## config.mk

```make
export PLATFORM = sky130hd
export DESIGN_NAME = addsub_serial
export DESIGN_NICKNAME = d
export VERILOG_FILES = /design/src/rtl/addsub_serial.sv
export SDC_FILE = /design/constraint.sdc
export NUM_CORES = 1
export LEC_CHECK = 0
export CAP_MARGIN = 20
export CORE_MARGIN = 4
export CORE_UTILIZATION = 56
export DETAILED_ROUTE_END_ITERATION = 12
export PLACE_DENSITY = 0.85
export SLEW_MARGIN = 20
export SYNTH_ARGS = -nofsm -noshare
export SYNTH_HDL_FRONTEND = slang
export SYNTH_SLANG_ARGS = --single-unit
export TNS_END_PERCENT = 5
```

## constraint.sdc

```tcl
create_clock -name clk -period 3.05 [get_ports clk]
set_clock_uncertainty 0.05 [all_clocks]
set_input_delay 0.305 -clock clk [delete_from_list [all_inputs] [get_ports clk]]
set_output_delay 0.305 -clock clk [all_outputs]
set_load 0.01 [all_outputs]
```

## src/rtl/addsub_serial.sv

```systemverilog
// Chunk-serial WIDTH-bit add/subtract: one CHUNK-bit ripple slice per clock,
// carry held between cycles, start/busy/done handshake with carry/overflow/zero flags.
module addsub_serial #(
  parameter int WIDTH = 16,
  parameter int CHUNK = 4
) (
  input  logic             clk,
  input  logic             rst_n,
  input  logic             start,
  input  logic             x,
  input  logic [WIDTH-1:0] a,
  input  logic [WIDTH-1:0] b,
  output logic [WIDTH-1:0] s,
  output logic             cout,
  output logic             ovf,
  output logic             zero,
  output logic             busy,
  output logic             done
);

  localparam int NCHUNK = WIDTH / CHUNK;
  localparam int CW     = (NCHUNK > 1) ? $clog2(NCHUNK) : 1;
  localparam logic [CW-1:0] LAST_CNT = CW'(NCHUNK - 1);

  typedef enum logic [1:0] {
    IDLE = 2'd0,
    RUN  = 2'd1,
    FIN  = 2'd2
  } state_t;

  state_t r_state;
  state_t w_state_nxt;

  logic [WIDTH-1:0] r_opa;
  logic [WIDTH-1:0] r_opb;
  logic [WIDTH-1:0] r_partial;
  logic             r_carry;
  logic [CW-1:0]    r_cnt;
  logic [WIDTH-1:0] r_s;
  logic             r_cout;
  logic             r_ovf;
  logic             r_zero;

  logic             w_accept;
  logic             w_last;
  logic [CHUNK-1:0] w_a_chunk;
  logic [CHUNK-1:0] w_b_chunk;
  logic [CHUNK-1:0] w_sum;
  logic             w_c_next;
  logic [WIDTH-1:0] w_result;
  logic             w_ovf;

  // A start is taken in IDLE and also in FIN, which allows back-to-back operations.
  assign w_accept = start && (r_state != RUN);
  assign w_last   = (r_state == RUN) && (r_cnt == LAST_CNT);

  // Operands shift right one chunk per cycle, so the slice always reads the low chunk.
  assign w_a_chunk = r_opa[CHUNK-1:0];
  assign w_b_chunk = r_opb[CHUNK-1:0];
  assign {w_c_next, w_sum} = {1'b0, w_a_chunk} + {1'b0, w_b_chunk} + (CHUNK+1)'(r_carry);

  // Sums enter the partial register from the top; after NCHUNK steps it holds the result.
  assign w_result = WIDTH'({w_sum, r_partial} >> CHUNK);

  // Carry-in XOR carry-out of the MSB, expressed via the sign bits of the final slice.
  assign w_ovf = (w_a_chunk[CHUNK-1] ~^ w_b_chunk[CHUNK-1]) &
                 (w_a_chunk[CHUNK-1] ^ w_sum[CHUNK-1]);

  // NOTE: state registers use non-blocking assignments so every flop samples pre-edge values.
  always_ff @(posedge clk or negedge rst_n) begin
    if (!rst_n) begin
      r_state <= IDLE;
    end else begin
      r_state <= w_state_nxt;
    end
  end

  // NOTE: the next-state default is assigned first so no path leaves it unassigned (no latch).
  always_comb begin
    w_state_nxt = r_state;
    case (r_state)
      IDLE:    if (start) w_state_nxt = RUN;
      RUN:     if (r_cnt == LAST_CNT) w_state_nxt = FIN;
      FIN:     w_state_nxt = start ? RUN : IDLE;
      default: w_state_nxt = IDLE;
    endcase
  end

  always_ff @(posedge clk or negedge rst_n) begin
    if (!rst_n) begin
      r_opa     <= '0;
      r_opb     <= '0;
      r_partial <= '0;
      r_carry   <= 1'b0;
      r_cnt     <= '0;
    end else if (w_accept) begin
      r_opa     <= a;
      r_opb     <= b ^ {WIDTH{x}};
      r_carry   <= x;
      r_cnt     <= '0;
    end else if (r_state == RUN) begin
      r_opa     <= r_opa >> CHUNK;
      r_opb     <= r_opb >> CHUNK;
      r_partial <= w_result;
      r_carry   <= w_c_next;
      r_cnt     <= r_cnt + CW'(1);
    end
  end

  // Visible results update only on the completing edge and hold otherwise.
  always_ff @(posedge clk or negedge rst_n) begin
    if (!rst_n) begin
      r_s    <= '0;
      r_cout <= 1'b0;
      r_ovf  <= 1'b0;
      r_zero <= 1'b0;
    end else if (w_last) begin
      r_s    <= w_result;
      r_cout <= w_c_next;
      r_ovf  <= w_ovf;
      r_zero <= (w_result == '0);
    end
  end

  assign s    = r_s;
  assign cout = r_cout;
  assign ovf  = r_ovf;
  assign zero = r_zero;
  assign busy = (r_state == RUN);
  assign done = (r_state == FIN);

endmodule

```

==> key figures <==
Clock tree
  • Worst-path clk slew: roughly 70 ps
  • CTS tree: yes
  • Clock sink count: 68
  • CTS root buf: clkbuf_8
  • TritonCTS Buffers: 9
  • Clock latency on the worst-skew pair: roughly 330 ps
  • Max clock buf depth: 2
  • H-tree depth: 3

Worst setup path
  • Worst setup path start: r_state[0]$_DFFE_PN0P_
  • Slack of the worst reg-to-reg path: 1010 ps
  • Crit path capture type: output pin
  • Worst setup SP type: register
  • Worst Path Max Fanout: 33
  • Terminus of the critical flop-to-flop path: zero$_DFFE_PN0P_
  • Critical path type: register to output pin
  • RR Startpoint: r_opa[0]$_DFFE_PN0P_
  • Critical Path RT: 2690 ps
  • CP Capture Point: busy
  • CP arrival: between 1500 and 2000 ps
  • R2R cell count: 7

Job
  • Max-Cap Viols: 0

STA
  • Worst slew pin tran: 917.0 ps
  • Max Fclk: 455.4 MHz
  • Final Cycle Share: 72.00%
  • Worst slew margin: 38.67%
  • RSZ-0062 raised after global routing: no
  • Post-layout worst setup margin: 854.1 ps
  • Fin. Hold Viols: 0
  • Final count of pins violating max slew: 0
  • Setup TNS Final: 0 ps
  • Setup violations, final: 0
  • Fin crit period: between 2000 and 2500 ps

Power
  • Peak supply drop: 0.5379 mV
  • Leakage: 1.821 nW
  • P per Cell Area: 955.1 mW/mm^2

Synthesis
  • Synthesized cell area: 0.003118 sq mm
  • Sequential fraction of the synthesis area: 54.57%
  • Count of unique library cells instantiated by Yosys: 32
  • Mapped Cells: 297
  • Syn Area/Cell: 10.50 sq um
  • Synth warnings: 0
  • Yosys reg bits: 68
  • Syn Nets: roughly 340

Route
  • Drt first pass iters: 4
  • Drt total wl: between 5000 and 6000 um
  • DR WL/cell: 13.91 um
  • Vias: 2240
  • Initial drt markers: 81
  • Post-route ant nets: 0
  • DRC Markers: 0
  • Vias per std cell: 5.246

Floorplan
  • Die X: 82.62 um
  • Area of the die: 0.006825 sq mm
  • # IOs: 57
  • Core area: 0.005238 sq mm
  • Die Span Y: between 80 and 90 um
  • Initial Util: 59.53%
  • Num rows: 26

Hold path
  • Hold WC Path Type: register to register
  • HP Start: r_opb[13]$_DFFE_PN0P_

Global route
  • M1 GR Usage: 23.83%
  • Total track usage: between 15 and 20%
  • Pin count of the biggest net entering global routing: 40
  • Top Usage Layer GRT: met2
  • Initial antenna violation count: 0
  • First-pass GRT wire length: 9936 um
  • Vias in the first global route: roughly 2200
  • Met2 usage: 32.37%
  • GR Util met3: 3.471%
  • GR Overflow Total: 0

Finish
  • Antenna diode count: 0
  • Layout Nets: 394
  • Filler Cell Count: ~370
  • Share of layout cells above drive strength 1: 10.36%
  • Area delta synth->final: 25.48%

Placement
  • Placer congestion estimate: 0.7963
  • IO Port Bufs: 56
  • Worst slack, placed: 910.5 ps
  • DP Wirelength: 4223 um

Status
  • Status: finished, final reports clean
-- kinds of logic (layout without fill, tap and decap cells) --
group                    after synthesis  in the layout  synth area share (%)
multiplexers                          29             29                 10.79
AO/OA/AOI/OAI                         58             58                 10.11
adder cells (fa/ha/maj)                6              6                 2.889
XOR/XNOR                              19             19                 5.337
AND/OR/NAND/NOR                       92             92                 12.12
buffers and inverters                 25             85                 4.173
flip-flops                            68             68                 54.57
-- metrics by stage --
stage	instance area, sq um	power, mW	std cells	hold WS [ps]	util (%)
after floorplan	3118	2.485	297	-40.59	-
after global placement	3700	2.934	410	318.2	70.64
after detailed placement	3700	3.022	410	325.0	70.64
after CTS	3913	3.772	427	436.0	74.70
after global routing	3913	4.024	427	451.0	74.70
final	3913	3.737	427	436.1	74.70
-- sequential cells by signal (all words and copies together) (netlist names), 2 cells and up --
register,count
r_cnt,2
r_opa,16
r_opb,16
r_partial,12
r_state,2
s,16
-- cells in the final DEF, fill, tap and decap left out, types with 3 or more instances in the layout --
cell / synthesis / final
a21oi_1: 15 / 15
xor2_1: 3 / 3
dfrtp_1: 68 / 68
a211oi_1: 5 / 5
o21ai_0: 33 / 33
nand2_1: 61 / 61
clkbuf_8: 0 / 11
clkdlybuf4s50_1: 0 / 55
mux2i_1: 16 / 16
buf_4: 2 / 5
nor2_1: 21 / 21
mux2_2: 5 / 5
ha_1: 4 / 4
xnor2_1: 16 / 16
inv_1: 5 / 5
mux2_4: 8 / 8
-- worst max-delay path, stage by stage (launching register included) --
cell and delay, ps:
dfrtp_1 400, nand2b_1 80, buf_4 230, clkinv_4 240, clkdlybuf4s50_1 550
-- worst min path at each step --
stage                     slack (ps)  cells past startpoint                   end
after floorplan                  -40                      0      cout$_DFFE_PN0P_
after global placement           320                      1      cout$_DFFE_PN0P_
after detailed placement         330                      1     s[14]$_DFFE_PN0P_
after CTS                        440                      2  r_opb[9]$_DFFE_PN0P_
after global routing             450                      2  r_opb[8]$_DFFE_PN0P_
final                            440                      2  r_opb[9]$_DFFE_PN0P_
-- area by class of cell --
| class | instances | area (sq um) | area share, % |
|---|---|---|---|
| Clock buffer | 12 | 155.1 | 3.965 |
| Clock inverter | 4 | 47.55 | 1.215 |
| Inverter | 7 | 31.28 | 0.7995 |
| Multi-Input combinational cell | 204 | 1286 | 32.87 |
| Sequential cell | 68 | 1702 | 43.49 |
| Tap cell | 70 | 87.58 | 2.239 |
| Timing Repair Buffer | 62 | 603.1 | 15.41 |
-- layer usage --
layer	up-vias	part of all wire [%]
met5	-	0
met3	15	5.6
li1	1101	-
met2	68	49
met4	0	3.0
met1	1056	43
-- what timing repair did --
action | in CTS | in global routing
endpoints found under the hold margin | 28 | 0
gates resized for setup | 0 | 0
hold buffers | 1 | 0
buffers inserted | 0 | 0
-- power by group --
group	switching [mW]	leakage [nW]	internal, mW
combinational	0.748	0.852	0.702
sequential	0.255	0.866	1.29
clock	0.319	0.102	0.420
total	1.32	1.82	2.41
-- cells in the mapped netlist --
cell type  count  share of area, %
nand4_1        1              0.20
clkbuf_1       7              0.84
buf_6          2              0.72
nor2_1        21               2.5
nand2_4        1              0.36
inv_2          1              0.12
dfrtp_1       68                55
nor4_1         2              0.40
nand2_1       61               7.3
nor4b_1        1              0.28
a211oi_1       5               1.2
mux2i_1       16               5.1
a21oi_1       15               2.4
buf_4          2              0.48
o22ai_1        1              0.20
xnor2_1       16               4.5
inv_1          5              0.60
o31ai_1        1              0.24
mux2_4         8               3.9
nand2b_1       1              0.20
a22o_1         1              0.28
clkinv_4       1              0.28
ha_1           4               1.6
buf_2          7               1.1
o21ai_0       33               5.3
nand3_1        1              0.16
nor3b_1        1              0.24
xor2_1         3              0.84
a21o_1         2              0.48
mux2_2         5               1.8
nor2b_1        2              0.40
fa_1           2               1.3
Note: power is estimated with default switching activity, not from simulation.
